### src/rtl/error_sequencer.sv
// Staged Y -> X -> Z alignment sequencer: turns sign-magnitude position/heading
// errors into saturated velocity commands, with settle, timeout and re-entry logic.
module error_sequencer #(
   parameter int unsigned          N_WIDTH   = 32,
   parameter int unsigned          Q_WIDTH   = 15,
   parameter logic [N_WIDTH-1:0]   H_Y       = N_WIDTH'(32'h0000_0A00),
   parameter logic [N_WIDTH-1:0]   H_X       = N_WIDTH'(32'h0000_0A00),
   parameter logic [N_WIDTH-1:0]   H_Z       = N_WIDTH'(32'h0005_0000),
   parameter logic [N_WIDTH-1:0]   SAT_LIN   = N_WIDTH'(32'h0000_4000),
   parameter logic [N_WIDTH-1:0]   SAT_ANG   = N_WIDTH'(32'h000F_0000),
   parameter int unsigned          SETTLE_N  = 8,
   parameter int unsigned          TIMEOUT_N = 50000000
) (
   input  logic               ERROR_SEQUENCER_CLOCK_50,
   input  logic               ERROR_SEQUENCER_RESET_InHigh,
   input  logic               ERROR_SEQUENCER_ENABLE_In,
   input  logic               ERROR_SEQUENCER_VALID_In,
   input  logic [N_WIDTH-1:0] ERROR_SEQUENCER_X_InBus,
   input  logic [N_WIDTH-1:0] ERROR_SEQUENCER_Y_InBus,
   input  logic [N_WIDTH-1:0] ERROR_SEQUENCER_Z_InBus,
   output logic [N_WIDTH-1:0] ERROR_SEQUENCER_VX_OutBus,
   output logic [N_WIDTH-1:0] ERROR_SEQUENCER_VY_OutBus,
   output logic [N_WIDTH-1:0] ERROR_SEQUENCER_WZ_OutBus,
   output logic               ERROR_SEQUENCER_VALID_Out,
   output logic [2:0]         ERROR_SEQUENCER_STATE_OutBus,
   output logic               ERROR_SEQUENCER_DONE_Out,
   output logic               ERROR_SEQUENCER_FAULT_Out
);

   localparam int unsigned MW = N_WIDTH - 1;
   localparam int unsigned SW = $clog2(SETTLE_N + 1);
   localparam int unsigned TW = $clog2(TIMEOUT_N + 1);

   if (Q_WIDTH >= MW || SETTLE_N < 1 || TIMEOUT_N < 1) begin : g_bad_param
      $error("error_sequencer: illegal parameter combination");
   end

   typedef enum logic [2:0] {
      S_IDLE    = 3'd0,
      S_ALIGN_Y = 3'd1,
      S_ALIGN_X = 3'd2,
      S_ALIGN_Z = 3'd3,
      S_DONE    = 3'd4,
      S_FAULT   = 3'd5
   } state_t;

   state_t               state;
   logic [SW-1:0]        settle_cnt;
   logic [TW-1:0]        time_cnt;
   logic [N_WIDTH-1:0]   err_sel;
   logic [N_WIDTH-1:0]   band_sel;
   state_t               next_align;

   function automatic logic in_band(input logic [N_WIDTH-1:0] e, input logic [N_WIDTH-1:0] h);
      return e[MW-1:0] <= h[MW-1:0];
   endfunction

   // Strictly beyond twice the band; computed one bit wider so 2*H cannot overflow.
   function automatic logic beyond_2h(input logic [N_WIDTH-1:0] e, input logic [N_WIDTH-1:0] h);
      return {1'b0, e[MW-1:0]} > {h[MW-1:0], 1'b0};
   endfunction

   // Clamp magnitude, copy (optionally invert) sign; zero magnitude is always +0.
   function automatic logic [N_WIDTH-1:0] sat(input logic [N_WIDTH-1:0] e,
                                              input logic [N_WIDTH-1:0] lim,
                                              input logic               inv);
      logic [MW-1:0] m;
      m = (e[MW-1:0] > lim[MW-1:0]) ? lim[MW-1:0] : e[MW-1:0];
      return {(m != '0) & (e[N_WIDTH-1] ^ inv), m};
   endfunction

   // Error bus, band and successor for whichever axis is being aligned.
   always_comb begin
      err_sel    = ERROR_SEQUENCER_Y_InBus;
      band_sel   = H_Y;
      next_align = S_ALIGN_X;
      case (state)
         S_ALIGN_X: begin
            err_sel    = ERROR_SEQUENCER_X_InBus;
            band_sel   = H_X;
            next_align = S_ALIGN_Z;
         end
         S_ALIGN_Z: begin
            err_sel    = ERROR_SEQUENCER_Z_InBus;
            band_sel   = H_Z;
            next_align = S_DONE;
         end
         default: ;
      endcase
   end

   always_ff @(posedge ERROR_SEQUENCER_CLOCK_50 or posedge ERROR_SEQUENCER_RESET_InHigh) begin
      if (ERROR_SEQUENCER_RESET_InHigh) begin
         state                     <= S_IDLE;
         settle_cnt                <= '0;
         time_cnt                  <= '0;
         ERROR_SEQUENCER_VX_OutBus <= '0;
         ERROR_SEQUENCER_VY_OutBus <= '0;
         ERROR_SEQUENCER_WZ_OutBus <= '0;
         ERROR_SEQUENCER_VALID_Out <= 1'b0;
         ERROR_SEQUENCER_DONE_Out  <= 1'b0;
         ERROR_SEQUENCER_FAULT_Out <= 1'b0;
      end else begin
         ERROR_SEQUENCER_VALID_Out <= 1'b0;
         ERROR_SEQUENCER_DONE_Out  <= 1'b0;
         ERROR_SEQUENCER_FAULT_Out <= 1'b0;
         if (!ERROR_SEQUENCER_ENABLE_In) begin
            state                     <= S_IDLE;
            settle_cnt                <= '0;
            time_cnt                  <= '0;
            ERROR_SEQUENCER_VX_OutBus <= '0;
            ERROR_SEQUENCER_VY_OutBus <= '0;
            ERROR_SEQUENCER_WZ_OutBus <= '0;
         end else begin
            case (state)
               S_IDLE: begin
                  state                     <= S_ALIGN_Y;
                  settle_cnt                <= '0;
                  time_cnt                  <= '0;
                  ERROR_SEQUENCER_VX_OutBus <= '0;
                  ERROR_SEQUENCER_VY_OutBus <= '0;
                  ERROR_SEQUENCER_WZ_OutBus <= '0;
               end
               S_ALIGN_Y, S_ALIGN_X, S_ALIGN_Z: begin
                  if (time_cnt == TW'(TIMEOUT_N - 1)) begin
                     state                     <= S_FAULT;
                     ERROR_SEQUENCER_FAULT_Out <= 1'b1;
                     settle_cnt                <= '0;
                     time_cnt                  <= '0;
                     ERROR_SEQUENCER_VX_OutBus <= '0;
                     ERROR_SEQUENCER_VY_OutBus <= '0;
                     ERROR_SEQUENCER_WZ_OutBus <= '0;
                  end else begin
                     time_cnt <= time_cnt + TW'(1);
                     if (ERROR_SEQUENCER_VALID_In) begin
                        ERROR_SEQUENCER_VALID_Out <= 1'b1;
                        ERROR_SEQUENCER_VX_OutBus <= '0;
                        ERROR_SEQUENCER_VY_OutBus <= '0;
                        ERROR_SEQUENCER_WZ_OutBus <= '0;
                        if (!in_band(err_sel, band_sel)) begin
                           settle_cnt <= '0;
                           case (state)
                              S_ALIGN_Y: ERROR_SEQUENCER_VX_OutBus <= sat(err_sel, SAT_LIN, 1'b0);
                              S_ALIGN_X: ERROR_SEQUENCER_VY_OutBus <= sat(err_sel, SAT_LIN, 1'b1);
                              default:   ERROR_SEQUENCER_WZ_OutBus <= sat(err_sel, SAT_ANG, 1'b0);
                           endcase
                        end else if (settle_cnt == SW'(SETTLE_N - 1)) begin
                           state                    <= next_align;
                           settle_cnt               <= '0;
                           time_cnt                 <= '0;
                           ERROR_SEQUENCER_DONE_Out <= (next_align == S_DONE);
                        end else begin
                           settle_cnt <= settle_cnt + SW'(1);
                        end
                     end
                  end
               end
               S_DONE: begin
                  ERROR_SEQUENCER_DONE_Out <= 1'b1;
                  if (ERROR_SEQUENCER_VALID_In) begin
                     ERROR_SEQUENCER_VALID_Out <= 1'b1;
                     ERROR_SEQUENCER_VX_OutBus <= '0;
                     ERROR_SEQUENCER_VY_OutBus <= '0;
                     ERROR_SEQUENCER_WZ_OutBus <= '0;
                     if (beyond_2h(ERROR_SEQUENCER_Y_InBus, H_Y) ||
                         beyond_2h(ERROR_SEQUENCER_X_InBus, H_X) ||
                         beyond_2h(ERROR_SEQUENCER_Z_InBus, H_Z)) begin
                        state                    <= S_ALIGN_Y;
                        settle_cnt               <= '0;
                        time_cnt                 <= '0;
                        ERROR_SEQUENCER_DONE_Out <= 1'b0;
                     end
                  end
               end
               S_FAULT: begin
                  ERROR_SEQUENCER_FAULT_Out <= 1'b1;
                  ERROR_SEQUENCER_VX_OutBus <= '0;
                  ERROR_SEQUENCER_VY_OutBus <= '0;
                  ERROR_SEQUENCER_WZ_OutBus <= '0;
               end
               default: state <= S_IDLE;
            endcase
         end
      end
   end

   assign ERROR_SEQUENCER_STATE_OutBus = state;

endmodule

### config.mk
export PLATFORM = sky130hd
export DESIGN_NAME = error_sequencer
export DESIGN_NICKNAME = d
export VERILOG_FILES = /design/src/rtl/error_sequencer.sv
export SDC_FILE = /design/constraint.sdc
export NUM_CORES = 1
export LEC_CHECK = 0
export CAP_MARGIN = 10
export CORE_UTILIZATION = 45
export DETAILED_ROUTE_END_ITERATION = 7
export GPL_ROUTABILITY_DRIVEN = 0
export PLACE_DENSITY_LB_ADDON = 0.25
export SLEW_MARGIN = 10
export SYNTH_ARGS = -nofsm -noshare
export SYNTH_HDL_FRONTEND = slang
export SYNTH_SLANG_ARGS = --single-unit
### constraint.sdc
create_clock -name ERROR_SEQUENCER_CLOCK_50 -period 5.1 [get_ports ERROR_SEQUENCER_CLOCK_50]
set_input_delay 1.02 -clock ERROR_SEQUENCER_CLOCK_50 [delete_from_list [all_inputs] [get_ports ERROR_SEQUENCER_CLOCK_50]]
set_output_delay 1.02 -clock ERROR_SEQUENCER_CLOCK_50 [all_outputs]
set_load 0.01 [all_outputs]
======== Word-level counts from Yosys, hierarchy flattened ========
Cells that the tools add are included.
word-level totals
  register bits ........................... 132
  bits in latches ......................... 0
  RAM bits ................................ 0
  memory bits (read-only) ................. 0
  input port bits ......................... 100
  output and inout port bits .............. 102
  word-level logic and storage cells ...... 112
  memories ................................ 0
cells by class
  add/subtract/negate cells ............... 2
  multipliers ............................. 0
  div/mod/pow operators ................... 0
  order comparisons ....................... 6
  equality and inequality tests ........... 16
  shift operators ......................... 0
  multiplexer cells ....................... 63
  bitwise operators ....................... 4
  reductions and logical operators ........ 12
operators by type and width
  cell                     count
  $mux W32                 16
  $pmux W32 S3             3
  $mux W26                 7
  $pmux W26 S3             1
  $pmux W32 S2             1
  $gt A31 B13 Y1 const B   2
  $gt A31 B20 Y1 const B   2
  $mux W31                 2
  $reduce_bool A31 Y1      2
  $gt A31 B15 Y1 const B   1
  $le A31 B31 Y1           1
  $mux W4                  7
  $add A26 B1 Y26 const B  1
  $eq A26 B26 Y1 const B   1
  $mux W3                  7
  $mux W19                 1
  $mux W1                  12
  $ne A4 B4 Y1 const B     3
  $pmux W3 S4              1
  $pmux W4 S3              1
  $eq A3 B3 Y1 const B     3
  $eq A3 B2 Y1 const B     2
  $ne A3 B3 Y1 const B     2
  $pmux W1 S2              3
  other kinds (16)         21

======== Depth between registers and ports, before layout ========
Gate-level depths: netlist of run 1.
  depth in word-level cells ............... 12
  gate-level depth with buffers ........... 14
  mapped depth without buffers ............ 11

======== Worst setup path before layout of run 1 ========
No wires, ideal clock.
  path kind ............................... input-to-reg
  start point ............................. input ERROR_SEQUENCER_Z_InBus[11]
  end point ............................... register time_cnt[5]
  setup time .............................. 0.126 ns
  arrival time ............................ 3.142 ns
  required time ........................... 4.974 ns
  slack ................................... 1.832 ns
  cell stages on the path ................. 11
  buffers on the path ..................... 1
  cell sequence ........................... mux2_2 mux2i_1 inv_1 ha_1 and4_1 nand4_1 nand4b_4 o32ai_4 nor2_4 buf_6 a221o_1
between the ends
  cells in the longest elaborated chain, start to end .. 7
ends and longest elaborated chain
  element               line  text
  from (decl)           20    input logic [N_WIDTH-1:0] ERROR_SEQUENCER_Z_InBus,
  $pmux W32 S2          77    case (state)
  $le A31 B31 Y1        55    return e[MW-1:0] <= h[MW-1:0];
  $mux W26              140   if (!in_band(err_sel, band_sel)) begin
  $mux W26              135   if (ERROR_SEQUENCER_VALID_In) begin
  $mux W26              125   if (time_cnt == TW'(TIMEOUT_N - 1)) begin
  $pmux W26 S3          115   case (state)
  $mux W26              107   if (!ERROR_SEQUENCER_ENABLE_In) begin
  to (signal assigned)  134   time_cnt <= time_cnt + TW'(1);
  to (decl)             49    logic [TW-1:0] time_cnt;
Several ways; a longest one is shown, not always the timed one.
A chain may end at the register's enable or synchronous reset.

======== Final worst setup path of run 1 ========
  start point ............................. register state[0] (netlist: ERROR_SEQUENCER_STATE_OutBus[0])
  end point ............................... register time_cnt[9]
between the ends
  cells in the longest elaborated chain, start to end .. 8
ends and longest elaborated chain
  element                                          line     text
  from (decl)                                      47       state_t state;
  from (signal assigned)                           148      state <= next_align;
  $eq A3 B2 Y1                                     77, 115
  $pmux W32 S2 / $mux W19 (equally long branches)  77
  $le A31 B31 Y1                                   55
  $mux W26                                         140
  $mux W26                                         135
  $mux W26                                         125
  $pmux W26 S3                                     115
  $mux W26                                         107
Several ways; a longest one is shown, not always the timed one.

==> results of run 1 <==
[power breakdown]
part	leakage [nW]	internal, mW	switching [mW]
sequential	1.84	1.06	0.0316
clock	0.307	0.829	0.464
combinational	1.90	0.190	0.221
[per-layer routing]
metal / routed length, um / global-route usage / vias up
li1: - / - / 2869
met1: 8810 / 0.384 / 3140
met2: 10000 / 0.455 / 333
met3: 1490 / 0.0495 / 39
met4: 347 / 0.0866 / 0
met5: 0 / 0 / -
[final timing paths]
check	start	to	slack, ps	cells after the start
min reg2reg	ERROR_SEQUENCER_WZ_OutBus[3]	ERROR_SEQUENCER_WZ_OutBus[3]	490	2
min in group asynchronous	ERROR_SEQUENCER_RESET_InHigh	ERROR_SEQUENCER_WZ_OutBus[12]	1020	2
min	ERROR_SEQUENCER_WZ_OutBus[3]	ERROR_SEQUENCER_WZ_OutBus[3]	490	2
max	ERROR_SEQUENCER_STATE_OutBus[0]	time_cnt[9]	1020	11
max in group asynchronous	ERROR_SEQUENCER_RESET_InHigh	ERROR_SEQUENCER_VALID_Out	3130	4
max reg2reg	ERROR_SEQUENCER_STATE_OutBus[0]	time_cnt[9]	1020	11
[logic make-up after synthesis]
| kind of cell | after synthesis | synth area share |
|---|---|---|
| buf+inv | 50 | 0.0377 |
| compound gates | 139 | 0.144 |
| mux | 42 | 0.0692 |
| flops | 132 | 0.495 |
| simple gates | 297 | 0.236 |
| xor+xnor | 5 | 0.00656 |
| fa+ha+maj | 6 | 0.0113 |
[per-stage QoR]
step / total power, mW / util / hold slack, ps / worst slack, ps / area, um^2
after floorplan: 1.36 / - / 465 / 554 / 6670
after global placement: 1.50 / 0.608 / 461 / 927 / 8800
after detailed placement: 1.51 / 0.608 / 473 / 782 / 8800
after CTS: 2.79 / 0.651 / 486 / 1090 / 9420
after global routing: 2.89 / 0.652 / 512 / 810 / 9440
final: 2.79 / 0.652 / 485 / 1020 / 9440
[Yosys cell counts, types with 4 or more instances]
| library cell | number |
|---|---|
| dfrtp_1 | 132 |
| nand2_1 | 91 |
| o21ai_0 | 65 |
| and3_1 | 46 |
| nor2_1 | 38 |
| nand3_1 | 32 |
| clkbuf_1 | 24 |
| mux2i_1 | 20 |
| nor4_1 | 18 |
| nor3_1 | 15 |
| nand4_1 | 14 |
| inv_1 | 13 |
| a22o_1 | 12 |
| mux2_2 | 10 |
| o31ai_1 | 9 |
| a21oi_1 | 8 |
| mux2_1 | 8 |
| a221o_1 | 7 |
| ha_1 | 6 |
| or2_2 | 6 |
| buf_2 | 5 |
| a31oi_1 | 4 |
| a32o_1 | 4 |
| and4_1 | 4 |
| buf_6 | 4 |
| nor4b_1 | 4 |
| or4_1 | 4 |
| xor2_1 | 4 |
[registers in the layout (all words and copies together), names as in the netlist]
| name | count |
|---|---|
| settle_cnt | 4 |
| ERROR_SEQUENCER_VX_OutBus | 32 |
| ERROR_SEQUENCER_FAULT_Out | 1 |
| ERROR_SEQUENCER_DONE_Out | 1 |
| time_cnt | 26 |
| ERROR_SEQUENCER_STATE_OutBus | 3 |
| ERROR_SEQUENCER_WZ_OutBus | 32 |
| ERROR_SEQUENCER_VY_OutBus | 32 |
| ERROR_SEQUENCER_VALID_Out | 1 |
[critical path, delay by kind of cell (launching register included)]
family          cells  cell delay [ps]
buf+inv             3              660
flops               1              890
compound gates      2              980
fa+ha+maj           1              360
simple gates        5             1070
[layout make-up]
class	instances	area [um^2]
Inverter	13	51.3
Tap cell	184	230
Multi-Input combinational cell	489	3120
Clock inverter	12	179
Clock buffer	19	443
Fill cell	1100	5040
Sequential cell	132	3300
Timing Repair Buffer	211	2110
==> reports/qor.yml, run 1 <==
synthesis:
  async_flop_share: 1.00
  yosys.area.top_type: "dfrtp_1"
  yosysWarningCount: 0
  ys_types: 68
  synth_area_leaders: "dfrtp_1, nand2_1, o21ai_0, and3_1, mux2i_1"
  synth.avg_cell_area_um2: 9.94
  synthCells: 671
  synth_seq_cells: 132
  synth_nets: 777
  synth_top_area_frac: 0.495
  synthFlopType: "dfrtp_1"
  synth.cell_area_um2: 6670
  synth-edff-count: 0
  synth-seq-area-share: 0.495
detailed_routing:
  detail_route.wirelength_um: 20700
  drt_iter0_drc: 734
  drc: 1
  drt_first_pass_iters: 7
  num_vias: 6381
  postRouteAntennaNets: 0
  drt-wirelength-per-cell_um: 19.5
  vias_per_cell: 6.02
floorplanning:
  core_region_area_um2: 14500
  die_h_um: 124
  die-area_um2: 15300
  start_util: 0.461
  num_rows: 44
  die_w_um: 124
  ios: 202
setup_path:
  path_cells: "buf_4 -> inv_1 -> nor2_1 -> inv_1 -> ha_1 -> and4_1 -> nand4_1 -> nand4b_4 -> o32ai_4 -> nor2_4 -> a221o_1"
  cp-end-kind: "flip-flop"
  slowest_stage: "dfrtp_1"
  crit_arrival_ps: 4370
  crit_path_frequent_cell: "inv_1"
  path_class: "reg -> reg"
  cp-start-kind: "flip-flop"
  cp_data_required_time_ps: 5400
  crit_fanout: 20
  max_stage_delay_ps: 890
cells_and_area:
  area_growth_pct: 41.5
  final_cells: 1060
  n_antenna_cell: 0
  layout_commonest_cell: "clkdlybuf4s50_1"
  final_cell_mix: "clkdlybuf4s50_1, dfrtp_1, nand2_1"
  final_nets: 970
  drive_gt1_frac: 0.0913
sta:
  skew_ps: 7.05
  fmax_ghz: 0.245
  max_slew_margin: 0.368
  fin_crit_ps: 4080
  slew_viol_final: 0
  setup_violations: 0
  max_slew.worst_pin.slew_ps: 945
  rsz0062_at_grt: "false"
  fin_setup_tns_ps: 0
  finalCritPeriodShare: 0.799
  hold_viol: 0
worst_hold_path:
  hp-class: "reg -> reg"
place:
  dp.cells: 1028
  io_buffers: 201
  dp.final_hpwl_um: 14900
cts:
  clk-insertion-delay-late_ps: 420
  clkTransAtPathRegs_ps: 60
  post_cts_resized: 0
  cts-root-buf: "clkbuf_16"
  max-clock-path-buffers: 2
  ctsHoldBuffers: 0
  cts_num_sinks: 132
  postCtsSetupBuffers: 0
  cts_tree: "done"
  cts_max_level: 4
  cts_buffers: 17
status:
  violations: "DRC"
  status: "complete, but fails checks"
global_routing:
  overflow: 0
  grt_usage: 0.281
  grt_first_pass_wirelength_um: 32900
  grt_pass1_vias: 6231
  antenna_found_initial: 0
  grt_max_degree: 91
power:
  ir_worst_vdd_mv: 0.259
  leakagePower_nw: 4.05
  p_per_area_nw_per_um2: 296
flow_run:
  maxCapViolations: 0
Power figures use the tool's default switching activity.
==> run 2: changes to the inputs <==
--- a/config.mk
+++ b/config.mk
@@ -6,7 +6,7 @@
 export NUM_CORES = 1
 export LEC_CHECK = 0
 export CAP_MARGIN = 10
-export CORE_UTILIZATION = 45
+export CORE_UTILIZATION = 43
 export DETAILED_ROUTE_END_ITERATION = 7
 export GPL_ROUTABILITY_DRIVEN = 0
 export PLACE_DENSITY_LB_ADDON = 0.25
==> constraint.sdc (replaced) <==
create_clock -name ERROR_SEQUENCER_CLOCK_50 -period 3.45 [get_ports ERROR_SEQUENCER_CLOCK_50]
set_input_delay 0.69 -clock ERROR_SEQUENCER_CLOCK_50 [delete_from_list [all_inputs] [get_ports ERROR_SEQUENCER_CLOCK_50]]
set_output_delay 0.69 -clock ERROR_SEQUENCER_CLOCK_50 [all_outputs]
set_load 0.01 [all_outputs]
==> run 2 against run 1 <==
Against the previous run: the run now ends clean; clock power rose by 40%; critical path depth is 2 higher; global-route usage is 2.9 points lower; sequential cell count stayed put; final area grew 3.6%; largest power group unchanged; critical path type unchanged; worst setup slack lost 740 ps.
==> reports/qor.yml, run 2 (synthesized netlist as in run 1, its figures left out) <==
status:
  status: "completed"
detailed_routing:
  drt_iter0_drc: 377
  detail_route.wirelength_um: 19600
  num_vias: 6355
  postRouteAntennaNets: 0
  drt_first_pass_iters: 5
  drc: 0
  drt-wirelength-per-cell_um: 17.8
  vias_per_cell: 5.77
cells_and_area:
  drive_gt1_frac: 0.130
  final_cells: 1102
  layout_commonest_cell: "clkdlybuf4s50_1"
  area_growth_pct: 46.6
  final_cell_mix: "clkdlybuf4s50_1, dfrtp_1, nand2_1"
  n_antenna_cell: 0
  reg_top3: "ERROR_SEQUENCER_VX_OutBus (32), ERROR_SEQUENCER_VY_OutBus (32), ERROR_SEQUENCER_WZ_OutBus (32)"
  post-route-util: 0.646
  final_nets: 1009
sta:
  skew_ps: 7.15
  fin_crit_ps: 3160
  hold_viol: 0
  max_slew_margin: 0.331
  slew_viol_final: 0
  worst_slack_ps: 288
  max_slew.worst_pin.slew_ps: 1000
  setup_violations: 0
  fin_hold_ws_ps: 476
  rsz0062_at_grt: "false"
  finalCritPeriodShare: 0.917
  fmax_ghz: 0.316
floorplanning:
  die-area_um2: 16000
  ios: 202
  die_h_um: 127
  core_region_area_um2: 15100
  start_util: 0.440
  num_rows: 45
  die_w_um: 127
place:
  pre_cts_ws_ps: -103
  io_buffers: 201
  dp.final_hpwl_um: 14700
  dp.cells: 1072
setup_path:
  cp_data_required_time_ps: 3780
  cp-start-kind: "flip-flop"
  path_cells: "buf_4 -> inv_1 -> nor2_1 -> inv_1 -> ha_1 -> inv_1 -> o31ai_1 -> o2111ai_1 -> o2111a_1 -> o32ai_4 -> buf_12 -> or2_2 -> a22oi_1"
  cp-end-kind: "flip-flop"
  critPathBufInv: 5
  max_stage_delay_ps: 620
  crit_path_frequent_cell: "inv_1"
  crit_arrival_ps: 3490
  crit_fanout: 14
  cp_top_family: "compound AO/OA/AOI/OAI gates"
  cp.depth: 13
  slowest_stage: "dfrtp_1"
  path_class: "reg -> reg"
  rr_worst_depth: 13
global_routing:
  overflow: 0
  grt_pass1_vias: 6195
  grt_max_degree: 54
  antenna_found_initial: 0
  grt_first_pass_wirelength_um: 31700
  grt_usage: 0.252
power:
  ir_worst_vdd_mv: 0.368
  leakagePower_nw: 4.23
  power_switching_mw: 1.05
  combPwrFrac: 0.163
  swShare: 0.259
  power.share.clock: 0.444
  internal_power_mw: 3.00
  seq_power_share: 0.393
  power.total_mw: 4.05
  p_per_area_nw_per_um2: 414
cts:
  ctsHoldBuffers: 0
  cts_tree: "done"
  max-clock-path-buffers: 2
  cts_num_sinks: 132
  clkTransAtPathRegs_ps: 60
  post_cts_resized: 0
  postCtsSetupBuffers: 0
  cts-root-buf: "clkbuf_16"
  clk-insertion-delay-late_ps: 420
  cts_buffers: 17
  cts_max_level: 4
worst_hold_path:
  holdPathStages: 2
  hp-class: "reg -> reg"
flow_run:
  maxCapViolations: 0
-- run 2: cell types whose count changed in the layout (fill, tap and decap cells not counted), sizes merged --
cell,before,now
buf,10,49
bufinv,4,3
clkbuf,19,17
clkinv,7,3
clkinvlp,0,6
-- run 2: routing by layer --
layer  GRT usage  routed length, um  up-vias
met2       0.401               9290      283
met1       0.350               8620     3086
met5           0                  0        -
li1            -                  -     2954
met4      0.0773                330        0
met3      0.0485               1370       32
-- run 2: per-stage QoR --
step	instance area, um^2	setup TNS [ps]
2_1_floorplan	6680	0
3_3_place_gp	9190	0
3_5_place_dp	9190	-1070
4_1_cts	9780	0
5_1_grt	9780	0
6_report	9780	0
-- run 2: final timing paths --
path | start | endpoint | slack (ps)
max | ERROR_SEQUENCER_STATE_OutBus[0] | time_cnt[21] | 290
min | ERROR_SEQUENCER_WZ_OutBus[12] | ERROR_SEQUENCER_WZ_OutBus[12] | 480
max reg2reg | ERROR_SEQUENCER_STATE_OutBus[0] | time_cnt[21] | 290
min reg2reg | ERROR_SEQUENCER_WZ_OutBus[12] | ERROR_SEQUENCER_WZ_OutBus[12] | 480
max in group asynchronous | ERROR_SEQUENCER_RESET_InHigh | ERROR_SEQUENCER_VY_OutBus[10] | 1850
min in group asynchronous | ERROR_SEQUENCER_RESET_InHigh | ERROR_SEQUENCER_WZ_OutBus[12] | 840
-- run 2: area by class of cell --
| class | count | area [um^2] |
|---|---|---|
| repair buffers | 250 | 2480 |
| fillers | 1197 | 5370 |
| multi-input cells | 489 | 3120 |
| well taps | 188 | 235 |
| inverters | 13 | 52.6 |
| clock buffers | 17 | 425 |
| clock inverters | 13 | 160 |
| flip-flops and latches | 132 | 3300 |
-- run 2: worst min-delay path, delay by kind of cell (launching register included) --
kind / cells / cell delay (ps)
flops: 1 / 340
simple gates: 1 / 50
compound gates: 1 / 60
-- run 2: power by group through the flow --
stage	Clock, mW	Combinational, mW	Sequential, mW
finish	1.80	0.659	1.59
global route	1.89	0.710	1.59
CTS	1.81	0.655	1.59
detailed placement	0	0.651	1.62
global placement	0	0.638	1.62
floorplan	0	0.405	1.61
==> run 3: changes to the inputs <==
--- a/config.mk
+++ b/config.mk
@@ -6,7 +6,10 @@
 export NUM_CORES = 1
 export LEC_CHECK = 0
 export CAP_MARGIN = 10
-export CORE_UTILIZATION = 43
+export CELL_PAD_IN_SITES_DETAIL_PLACEMENT = 0
+export CELL_PAD_IN_SITES_GLOBAL_PLACEMENT = 1
+export CORE_UTILIZATION = 32
+export CTS_CLUSTER_DIAMETER = 50
 export DETAILED_ROUTE_END_ITERATION = 7
 export GPL_ROUTABILITY_DRIVEN = 0
 export PLACE_DENSITY_LB_ADDON = 0.25
==> run 3 against run 2 <==
Against the previous run: die area up 34%; sequential share of layout area fell by 0.42 points; cell count increased by 8.2%; combinational power is 2% higher; critical path depth shrank 1; fmax is 3.0% higher; sequential cell count stayed put; non-clock buffer count up 6; final area increased by 1.3%; count of clock-buffer cells in the layout unchanged; critical path type is now in -> reg.
==> reports/qor.yml, run 3 (synthesized netlist as in run 1, its figures left out) <==
sta:
  slew_viol_final: 0
  max_slew.worst_pin.slew_ps: 809
  skew_ps: 13.5
  finalCritPeriodShare: 0.890
  worst_slack_ps: 380
  max_slew_margin: 0.459
  rsz0062_at_grt: "false"
  fmax_ghz: 0.326
  fin_crit_ps: 3070
  hold_viol: 0
  fin_hold_ws_ps: 481
  setup_violations: 0
cts:
  ctsHoldBuffers: 0
  clk-insertion-delay-late_ps: 420
  postCtsSetupBuffers: 0
  post_cts_resized: 0
  cts_buffers: 17
  max-clock-path-buffers: 2
  cts-root-buf: "clkbuf_16"
  cts_max_level: 4
  cts_num_sinks: 132
  clkTransAtPathRegs_ps: 60
  cts_tree: "done"
setup_path:
  rr_worst_depth: 11
  path_class: "in -> reg"
  cp-start-kind: "primary input"
  cp_data_required_time_ps: 3800
  critPathBufInv: 3
  crit_arrival_ps: 3420
  cp-end-kind: "flip-flop"
  slowest_stage: "clkdlybuf4s50_1"
  cp_top_family: "compound AO/OA/AOI/OAI gates"
  crit_fanout: 14
  path_cells: "clkdlybuf4s50_1 -> mux2_2 -> mux2i_1 -> inv_1 -> ha_1 -> o31ai_1 -> o2111ai_1 -> o2111a_1 -> o32ai_4 -> buf_4 -> nor2_4 -> a221o_1"
  cp.depth: 12
  max_stage_delay_ps: 430
floorplanning:
  num_rows: 52
  die_w_um: 146
  start_util: 0.328
  ios: 202
  die_h_um: 146
  core_region_area_um2: 20400
  die-area_um2: 21400
cells_and_area:
  layout_commonest_cell: "clkdlybuf4s50_1"
  area_growth_pct: 48.4
  final_cell_mix: "clkdlybuf4s50_1, dfrtp_1, nand2_1"
  n_antenna_cell: 0
  nFillCells: 1867
  final_nets: 1015
  drive_gt1_frac: 0.138
  reg_top3: "ERROR_SEQUENCER_VX_OutBus (32), ERROR_SEQUENCER_VY_OutBus (32), ERROR_SEQUENCER_WZ_OutBus (32)"
detailed_routing:
  postRouteAntennaNets: 0
  drt_first_pass_iters: 5
  drt_iter0_drc: 323
  vias_per_cell: 5.25
  num_vias: 6253
  drt-wirelength-per-cell_um: 17.7
  drc: 0
  detail_route.wirelength_um: 21100
global_routing:
  grt_max_degree: 62
  grt_first_pass_wirelength_um: 34400
  grt_pass1_vias: 6385
  grt_usage: 0.203
  antenna_found_initial: 0
  overflow: 0
place:
  io_buffers: 201
  dp.final_hpwl_um: 16100
  pre_cts_ws_ps: -29.7
power:
  leakagePower_nw: 4.27
  p_per_area_nw_per_um2: 408
  ir_worst_vdd_mv: 0.253
worst_hold_path:
  holdPathStages: 2
  hp-class: "reg -> reg"
flow_run:
  maxCapViolations: 0
status:
  status: "completed"
[run 3: worst min-delay path: stages (launching register included)]
cell	delay [ps]
dfrtp_1	340
nand2_1	40
o21ai_0	60
[run 3: layer usage]
| layer | vias up | routed length, um | GRT usage | share of wire |
|---|---|---|---|---|
| met5 | - | 0 | 0 | 0 |
| met2 | 212 | 10300 | 0.336 | 0.49 |
| met4 | 0 | 227 | 0.0573 | 0.011 |
| met1 | 3056 | 9690 | 0.272 | 0.46 |
| li1 | 2969 | - | - | - |
| met3 | 16 | 861 | 0.0359 | 0.041 |
[run 3: area by class of cell]
| class | count | area [um^2] | share of cell area |
|---|---|---|---|
| Clock buffer | 17 | 425 | 0.0430 |
| Clock inverter | 15 | 161 | 0.0163 |
| Inverter | 13 | 52.6 | 0.00531 |
| Multi-Input combinational cell | 489 | 3120 | 0.315 |
| Sequential cell | 132 | 3300 | 0.334 |
| Tap cell | 270 | 338 | 0.0341 |
| Timing Repair Buffer | 256 | 2500 | 0.252 |
[run 3: path summary, 6_finish.rpt]
| path | start | end | slack, ps |
|---|---|---|---|
| min reg2reg | ERROR_SEQUENCER_VY_OutBus[9] | ERROR_SEQUENCER_VY_OutBus[9] | 480 |
| max | ERROR_SEQUENCER_Z_InBus[11] | time_cnt[14] | 380 |
| max in group asynchronous | ERROR_SEQUENCER_RESET_InHigh | ERROR_SEQUENCER_WZ_OutBus[6] | 1910 |
| max reg2reg | ERROR_SEQUENCER_STATE_OutBus[2] | time_cnt[14] | 420 |
| min | ERROR_SEQUENCER_VY_OutBus[9] | ERROR_SEQUENCER_VY_OutBus[9] | 480 |
| min in group asynchronous | ERROR_SEQUENCER_RESET_InHigh | ERROR_SEQUENCER_VX_OutBus[16] | 780 |
[run 3: power by group]
group | internal (mW) | switching (mW)
sequential | 1.56 | 0.0225
clock | 1.02 | 0.760
combinational | 0.316 | 0.359
[run 3: per-stage QoR]
step | cell area, um^2 | std cells | util | power (mW) | setup TNS, ps
2_1_floorplan | 6680 | 671 | - | 2.01 | 0
5_1_grt | 9900 | 1192 | 0.486 | 4.22 | 0
4_1_cts | 9900 | 1192 | 0.486 | 4.09 | 0
6_report | 9900 | 1192 | 0.486 | 4.04 | 0
3_3_place_gp | 9320 | 1160 | 0.457 | 2.28 | 0
3_5_place_dp | 9320 | 1160 | 0.457 | 2.29 | -228
